--- src/rtl/m_cache_refill_pkg.sv ---
// Shared definitions for the read-miss refill controller: line geometry,
// FSM state encodings and the line-alignment helper.

`ifndef DADDR_WIDTH
`define DADDR_WIDTH 32
`endif
`ifndef DADDR
`define DADDR [`DADDR_WIDTH-1:0]
`endif

package m_cache_refill_pkg;

  // Line geometry: four 32-bit words, 16 bytes per line.
  localparam int unsigned LINE_WORDS = 4;
  localparam int unsigned WORD_W     = 32;
  localparam int unsigned LINE_W     = LINE_WORDS * WORD_W;
  localparam int unsigned LINE_OFF_W = 4;

  // State encodings.
  localparam logic [2:0] S_IDLE    = 3'd0;
  localparam logic [2:0] S_LOOKUP  = 3'd1;
  localparam logic [2:0] S_MREQ    = 3'd2;
  localparam logic [2:0] S_FILL    = 3'd3;
  localparam logic [2:0] S_INSTALL = 3'd4;

  typedef enum logic [2:0] {
    ST_IDLE    = S_IDLE,
    ST_LOOKUP  = S_LOOKUP,
    ST_MREQ    = S_MREQ,
    ST_FILL    = S_FILL,
    ST_INSTALL = S_INSTALL
  } refill_state_t;

  // Clear the byte offset so the address points at the start of its line.
  function automatic logic [`DADDR_WIDTH-1:0] line_align(input logic [`DADDR_WIDTH-1:0] a);
    return {a[`DADDR_WIDTH-1:LINE_OFF_W], {LINE_OFF_W{1'b0}}};
  endfunction

endpackage

--- src/rtl/m_cache_refill_line_buffer.sv ---
// Four-word line buffer collecting memory beats during a refill.
// Data carries no reset: whether the contents are meaningful is tracked by
// the refill FSM, which only installs after all four words were written.

module m_line_buffer
  import m_cache_refill_pkg::*;
(
  input  logic              i_clk,
  input  logic              i_we,
  input  logic [1:0]        i_idx,
  input  logic [WORD_W-1:0] i_wdata,
  output logic [LINE_W-1:0] o_line
);

  logic [WORD_W-1:0] mem_r [LINE_WORDS];

  // Write the addressed word when the strobe is high.
  always_ff @(posedge i_clk) begin
    if (i_we) begin
      mem_r[i_idx] <= i_wdata;
    end else begin
      mem_r[i_idx] <= mem_r[i_idx];
    end
  end

  // Present the words as one line, word k in bits [32k+31:32k].
  always_comb begin
    o_line = {mem_r[3], mem_r[2], mem_r[1], mem_r[0]};
  end

endmodule

--- src/rtl/m_cache_refill.sv ---
// Read-miss refill controller in front of the data cache install port.
// A load that misses stalls the CPU, the 4-word line is fetched from memory,
// installed in a single cycle, and the held load then replays as a hit.
// Stores never allocate; they are only held off while a refill runs.

module m_cache_refill
  import m_cache_refill_pkg::*;
#(
  parameter int unsigned CNT_WIDTH = 32
) (
  input  logic                 i_clk,
  input  logic                 i_rst_n,
  input  logic                 i_rd,
  input  logic                 i_we,
  input  logic `DADDR          i_addr,
  input  logic                 i_rhit,
  output logic                 o_stall,
  output logic                 o_ie,
  output logic `DADDR          o_iaddr,
  output logic [LINE_W-1:0]    o_idata,
  output logic                 o_mreq,
  output logic `DADDR          o_maddr,
  input  logic                 i_mack,
  input  logic                 i_mvalid,
  input  logic [WORD_W-1:0]    i_mdata,
  output logic [CNT_WIDTH-1:0] o_miss_cnt
);

  refill_state_t        state_r;
  logic `DADDR          addr_r;
  logic [1:0]           cnt_r;
  logic                 stall_r;
  logic                 ie_r;
  logic                 mreq_r;
  logic `DADDR          iaddr_r;
  logic `DADDR          maddr_r;
  logic [LINE_W-1:0]    idata_r;
  logic [CNT_WIDTH-1:0] miss_cnt_r;

  logic                 buf_we_s;
  logic [LINE_W-1:0]    line_s;
  logic [LINE_W-1:0]    next_line_s;
  logic                 stall_s;

  // Beats are only captured while a fill is in progress.
  always_comb begin
    buf_we_s = (state_r == ST_FILL) && i_mvalid;
  end

  m_line_buffer u_line_buffer (
    .i_clk   (i_clk),
    .i_we    (buf_we_s),
    .i_idx   (cnt_r),
    .i_wdata (i_mdata),
    .o_line  (line_s)
  );

  // Line as it will look after the current beat lands, so the install data
  // can be registered on the same edge that writes the final word.
  always_comb begin
    next_line_s = line_s;
    next_line_s[{cnt_r, 5'd0} +: WORD_W] = i_mdata;
  end

  // A miss must stall the CPU in the very cycle the hit flag comes back.
  always_comb begin
    if ((state_r == ST_LOOKUP) && !i_rhit) begin
      stall_s = 1'b1;
    end else begin
      stall_s = stall_r;
    end
  end

  // Refill FSM with registered stall, request and install outputs.
  always_ff @(posedge i_clk or negedge i_rst_n) begin
    if (!i_rst_n) begin
      state_r    <= ST_IDLE;
      addr_r     <= '0;
      cnt_r      <= 2'd0;
      stall_r    <= 1'b0;
      ie_r       <= 1'b0;
      mreq_r     <= 1'b0;
      iaddr_r    <= '0;
      maddr_r    <= '0;
      idata_r    <= '0;
      miss_cnt_r <= '0;
    end else begin
      case (state_r)
        ST_IDLE: begin
          // Stores alone leave the controller idle.
          if (i_rd) begin
            addr_r  <= i_addr;
            state_r <= ST_LOOKUP;
          end else begin
            state_r <= ST_IDLE;
          end
        end
        ST_LOOKUP: begin
          if (i_rhit) begin
            // Back-to-back loads keep flowing through LOOKUP without bubbles.
            if (i_rd) begin
              addr_r  <= i_addr;
              state_r <= ST_LOOKUP;
            end else begin
              state_r <= ST_IDLE;
            end
          end else begin
            stall_r <= 1'b1;
            mreq_r  <= 1'b1;
            maddr_r <= line_align(addr_r);
            if (~&miss_cnt_r) begin
              miss_cnt_r <= miss_cnt_r + {{(CNT_WIDTH-1){1'b0}}, 1'b1};
            end else begin
              miss_cnt_r <= miss_cnt_r;
            end
            state_r <= ST_MREQ;
          end
        end
        ST_MREQ: begin
          if (i_mack) begin
            mreq_r  <= 1'b0;
            cnt_r   <= 2'd0;
            state_r <= ST_FILL;
          end else begin
            state_r <= ST_MREQ;
          end
        end
        ST_FILL: begin
          // Gaps between beats are allowed for any length.
          if (i_mvalid) begin
            cnt_r <= cnt_r + 2'd1;
            if (cnt_r == 2'd3) begin
              ie_r    <= 1'b1;
              iaddr_r <= line_align(addr_r);
              idata_r <= next_line_s;
              state_r <= ST_INSTALL;
            end else begin
              state_r <= ST_FILL;
            end
          end else begin
            state_r <= ST_FILL;
          end
        end
        ST_INSTALL: begin
          // Single install cycle; stall releases so the load can replay.
          ie_r    <= 1'b0;
          stall_r <= 1'b0;
          state_r <= ST_IDLE;
        end
        default: begin
          stall_r <= 1'b0;
          ie_r    <= 1'b0;
          mreq_r  <= 1'b0;
          state_r <= ST_IDLE;
        end
      endcase
    end
  end

  // Drive the ports from their registers.
  always_comb begin
    o_stall    = stall_s;
    o_ie       = ie_r;
    o_mreq     = mreq_r;
    o_iaddr    = iaddr_r;
    o_maddr    = maddr_r;
    o_idata    = idata_r;
    o_miss_cnt = miss_cnt_r;
  end

endmodule

--- config.mk ---
export PLATFORM = sky130hd
export DESIGN_NAME = m_cache_refill
export DESIGN_NICKNAME = d
export VERILOG_FILES = /design/src/rtl/m_cache_refill_pkg.sv /design/src/rtl/m_cache_refill_line_buffer.sv /design/src/rtl/m_cache_refill.sv
export SDC_FILE = /design/constraint.sdc
export NUM_CORES = 1
export LEC_CHECK = 0
export CORE_MARGIN = 2
export CORE_UTILIZATION = 50
export DETAILED_ROUTE_END_ITERATION = 8
export HOLD_SLACK_MARGIN = 0.05
export MAX_ROUTING_LAYER = met4
export PLACE_DENSITY_LB_ADDON = 0.1
export SYNTH_ARGS = -nofsm -noshare
export SYNTH_HDL_FRONTEND = slang
export SYNTH_SLANG_ARGS = --single-unit
export TNS_END_PERCENT = 10
--- constraint.sdc ---
create_clock -name i_clk -period 2.4 [get_ports i_clk]
set_input_delay 0.48 -clock i_clk [delete_from_list [all_inputs] [get_ports i_clk]]
set_output_delay 0.48 -clock i_clk [all_outputs]
set_load 0.005 [all_outputs]
==> summary.txt <==
Layout
  – Final #Nets: 1518
  – Layout area overhead: 33.3%
  – Register area: 0.00919 mm²
  – Area of the multi-input gates: 0.00427 mm²
  – Fillcell total: 2005
  – ANT cells: 0
  – Final instance area: 0.0184 mm²
  – Share of cells above drive strength 1: 0.115

Floorplan
  – Io pins: 298
  – Die Ht: 170 µm
  – Die width: 170 µm
  – Starting Density: 0.510
  – Core area: 0.0270 mm²
  – FP Rows: 60
  – Die area: 0.0289 mm²

Clock network
  – Root Buffer: clkbuf_16
  – CTS Buf Count: 37
  – CTS HTree Levels: 2
  – Clk slew on worst S/H paths: 0.06 ns
  – Worst-Skew Late Latency: 0.50 ns
  – TritonCTS clock tree: built
  – CTS sink cnt: 348
  – CTS Buffer Depth: 3

Setup path
  – Worst Path Arrival: 2.62 ns
  – Reg2Reg Setup Slack: 0.20 ns
  – Crit path max fanout: 26
  – R2r endpoint: o_idata[10]
  – Worst Path Required: 2.82 ns
  – RR Startpoint: cnt_r[0]
  – Crit path from: cnt_r[0]
  – Worst Path Class, Setup: register to register
  – Crit start category: register
  – Nature of the critical path endpoint: register
  – Reg2Reg Depth: 8

STA
  – Final min period: 2.20 ns
  – Fmax: 0.455 GHz
  – RSZ-0062 raised after global routing: false
  – Worst-Margin Slew: 0.553 ns
  – Slew Viols, Final: 0
  – Final hold violation count: 0
  – Final setup viols: 0
  – Final worst path period share: 0.915
  – Hold slack: 0.473 ns
  – Worst slew margin relative to its limit: 0.628
  – Skew final: 0.00945 ns

Power
  – Internal: 15200 µW
  – Clock power frac: 0.245
  – Sequential share of power: 0.420
  – Comb pwr share: 0.335
  – NetSw: 6380 µW
  – Maximum VDD drop: 0.633 mV
  – Power per cell area: 1180 mW/mm²
  – Static leakage: 0.00765 µW
  – Switching Share: 0.295

Logic synthesis
  – Yosys reg bits: 348
  – Most instantiated cells after synthesis: 252 x dfrtp_1, 193 x a21oi_1, 105 x nor2_1
  – Yosys cell types: 42
  – Mapped Cells: 1135
  – Synthesis Warnings: 0
  – Share of Yosys cell area claimed by the top area cell type: 0.458
  – Avg Cell Area, Syn: 12.1 µm²
  – Top-count cell post-synth: dfrtp_1
  – Post-synth top flop: dfrtp_1
  – Area contributors post-synth: dfrtp_1 46%, edfxtp_1 21%, a21oi_1 7.0%
  – Ys async rst share: 0.724
  – Synthesized area: 0.0138 mm²
  – Register area share after synthesis: 0.667
  – EDFF count, synth: 96
  – Largest area contributor in the netlist: dfrtp_1

Drt
  – Via count: 9791
  – Final Routed Wirelength: 34.4 mm
  – DRT met1 WL: 14.9 mm
  – Antenna Nets Post-Route: 0
  – Via-per-instance ratio: 5.42
  – Total iterations of the first detailed-routing run: 5
  – DR iter-0 viols: 632
  – DR WL/cell: 19.0 µm
  – Drt drc: 0
  – Met3 WL: 2.17 mm
  – DR WL met2: 16.6 mm
  – Highest routed layer: met4

Placed design
  – Placed Instance Area: 0.0172 mm²
  – Final RePlAce weighted congestion: 0.823
  – Post-DP HPWL: 22.0 mm
  – I/O Buffers: 284

Min path
  – Worst hold stages: 2
  – Worst hold start: o_iaddr[29]
  – Worst hold endpoint: o_iaddr[29]
  – Tightest Hold Check Type: register to register

Global routing
  – Vias in the first global route: 9656
  – Grt total ovfl: 0
  – Global-route wire length before repair: 53.6 mm
  – Largest net degree at the start of global routing: 67
  – GRT Overall Usage: 0.244
  – Initial antenna violation count: 0

Flow run
  – Max cap viols: 0

Run status
  – Status: completed
## registers in the layout, indices dropped and copies added (netlist names)
| name | cells |
|---|---|
| o_idata | 128 |
| o_iaddr | 28 |
| u_line_buffer.mem_r | 96 |
| stall_r | 1 |
| o_ie | 1 |
| cnt_r | 2 |
| addr_r | 28 |
| o_miss_cnt | 32 |
| o_maddr | 28 |
| state_r | 3 |
| o_mreq | 1 |
## area by class of cell
type,instances,share of cell area
Clock inverter,11,0.00436
Inverter,4,0.00109
Sequential cell,348,0.501
Multi-Input combinational cell,718,0.233
Tap cell,341,0.0232
Clock buffer,54,0.0561
Timing Repair Buffer,330,0.182
## worst max-delay path: stages, from the launching register on
cell     delay, ns
dfrtp_1       0.37
inv_1         0.24
ha_2          0.25
buf_4         0.24
nand2_1       0.09
nor3_2        0.16
buf_4         0.40
a21oi_1       0.16
a21oi_1       0.19
## through the flow
stage | TNS [ns] | util | total power (µW) | setup slack (ns) | instances
floorplan | 0 | - | 12000 | 0.294 | 1142
global placement | 0 | 0.637 | 16200 | 0.0120 | 1738
global route | 0 | 0.679 | 22900 | 0.0247 | 1806
detailed placement | -0.0359 | 0.637 | 16400 | -0.0166 | 1738
finish | 0 | 0.679 | 21600 | 0.203 | 1806
CTS | 0 | 0.679 | 21800 | 0.204 | 1806
## how the worst max path moves through the flow
stage	end	depth (start not counted)
6_report	o_idata[10]	8
5_1_grt	o_idata[10]	8
4_1_cts	o_idata[10]	8
3_5_place_dp	o_miss_cnt[23]	7
3_3_place_gp	o_miss_cnt[23]	7
2_1_floorplan	u_line_buffer.mem_r[0][0]	3
## logic make-up (layout without fill, tap and decap cells)
logic type               Yosys count  after routing  share of synthesized area
AO/OA/AOI/OAI                    239            239                     0.0984
AND/OR/NAND/NOR                  376            376                      0.134
multiplexers                      57             57                     0.0466
adder cells (fa/ha/maj)            8              8                    0.00727
XOR/XNOR                          30             30                     0.0191
buffers and inverters             76            399                     0.0267
flip-flops                       348            348                      0.667
other                              1              8                   0.000272
## timing repair
| action | in CTS | in global routing |
|---|---|---|
| endpoints found under the setup margin | 1 | 0 |
| gates resized for setup | 3 | 0 |
| hold buffers | 1 | 0 |
| setup buffers | 2 | 0 |
| hold endpoints to repair | 54 | 0 |
## power groups by stage
stage | Combinational [µW] | Sequential (µW) | Clock, µW
5_1_grt | 7870 | 9320 | 5670
6_report | 7230 | 9070 | 5290
3_5_place_dp | 7250 | 9170 | 0
4_1_cts | 7320 | 9080 | 5410
3_3_place_gp | 7080 | 9120 | 0
2_1_floorplan | 2880 | 9150 | 0
## cell usage in the layout (no fill, tap or decap), drive strengths merged, types with 2 or more instances in the layout
cell type and count:
conb 8, nor2b 98, a21oi 193, inv 4, a22o 33, nand2b 3
nand3 25, mux2 57, and2 4, edfxtp 96, dfrtp 252, or2 2
nor2 105, xor2 2, clkinv 9, xnor2 28, a31oi 3, nor3 4
o21ai 5, ha 8, clkbuf 54, and3 17, nor4 2, clkdlybuf4s50 282
nand4 15, nand2 95, buf 46, and4 3
## layer usage
layer,track usage,up-vias
li1,-,4534
met1,0.333,4893
met2,0.383,320
met3,0.0447,44
met4,0.0624,0
met5,-,-
Note: power is estimated with default switching activity, not from simulation.
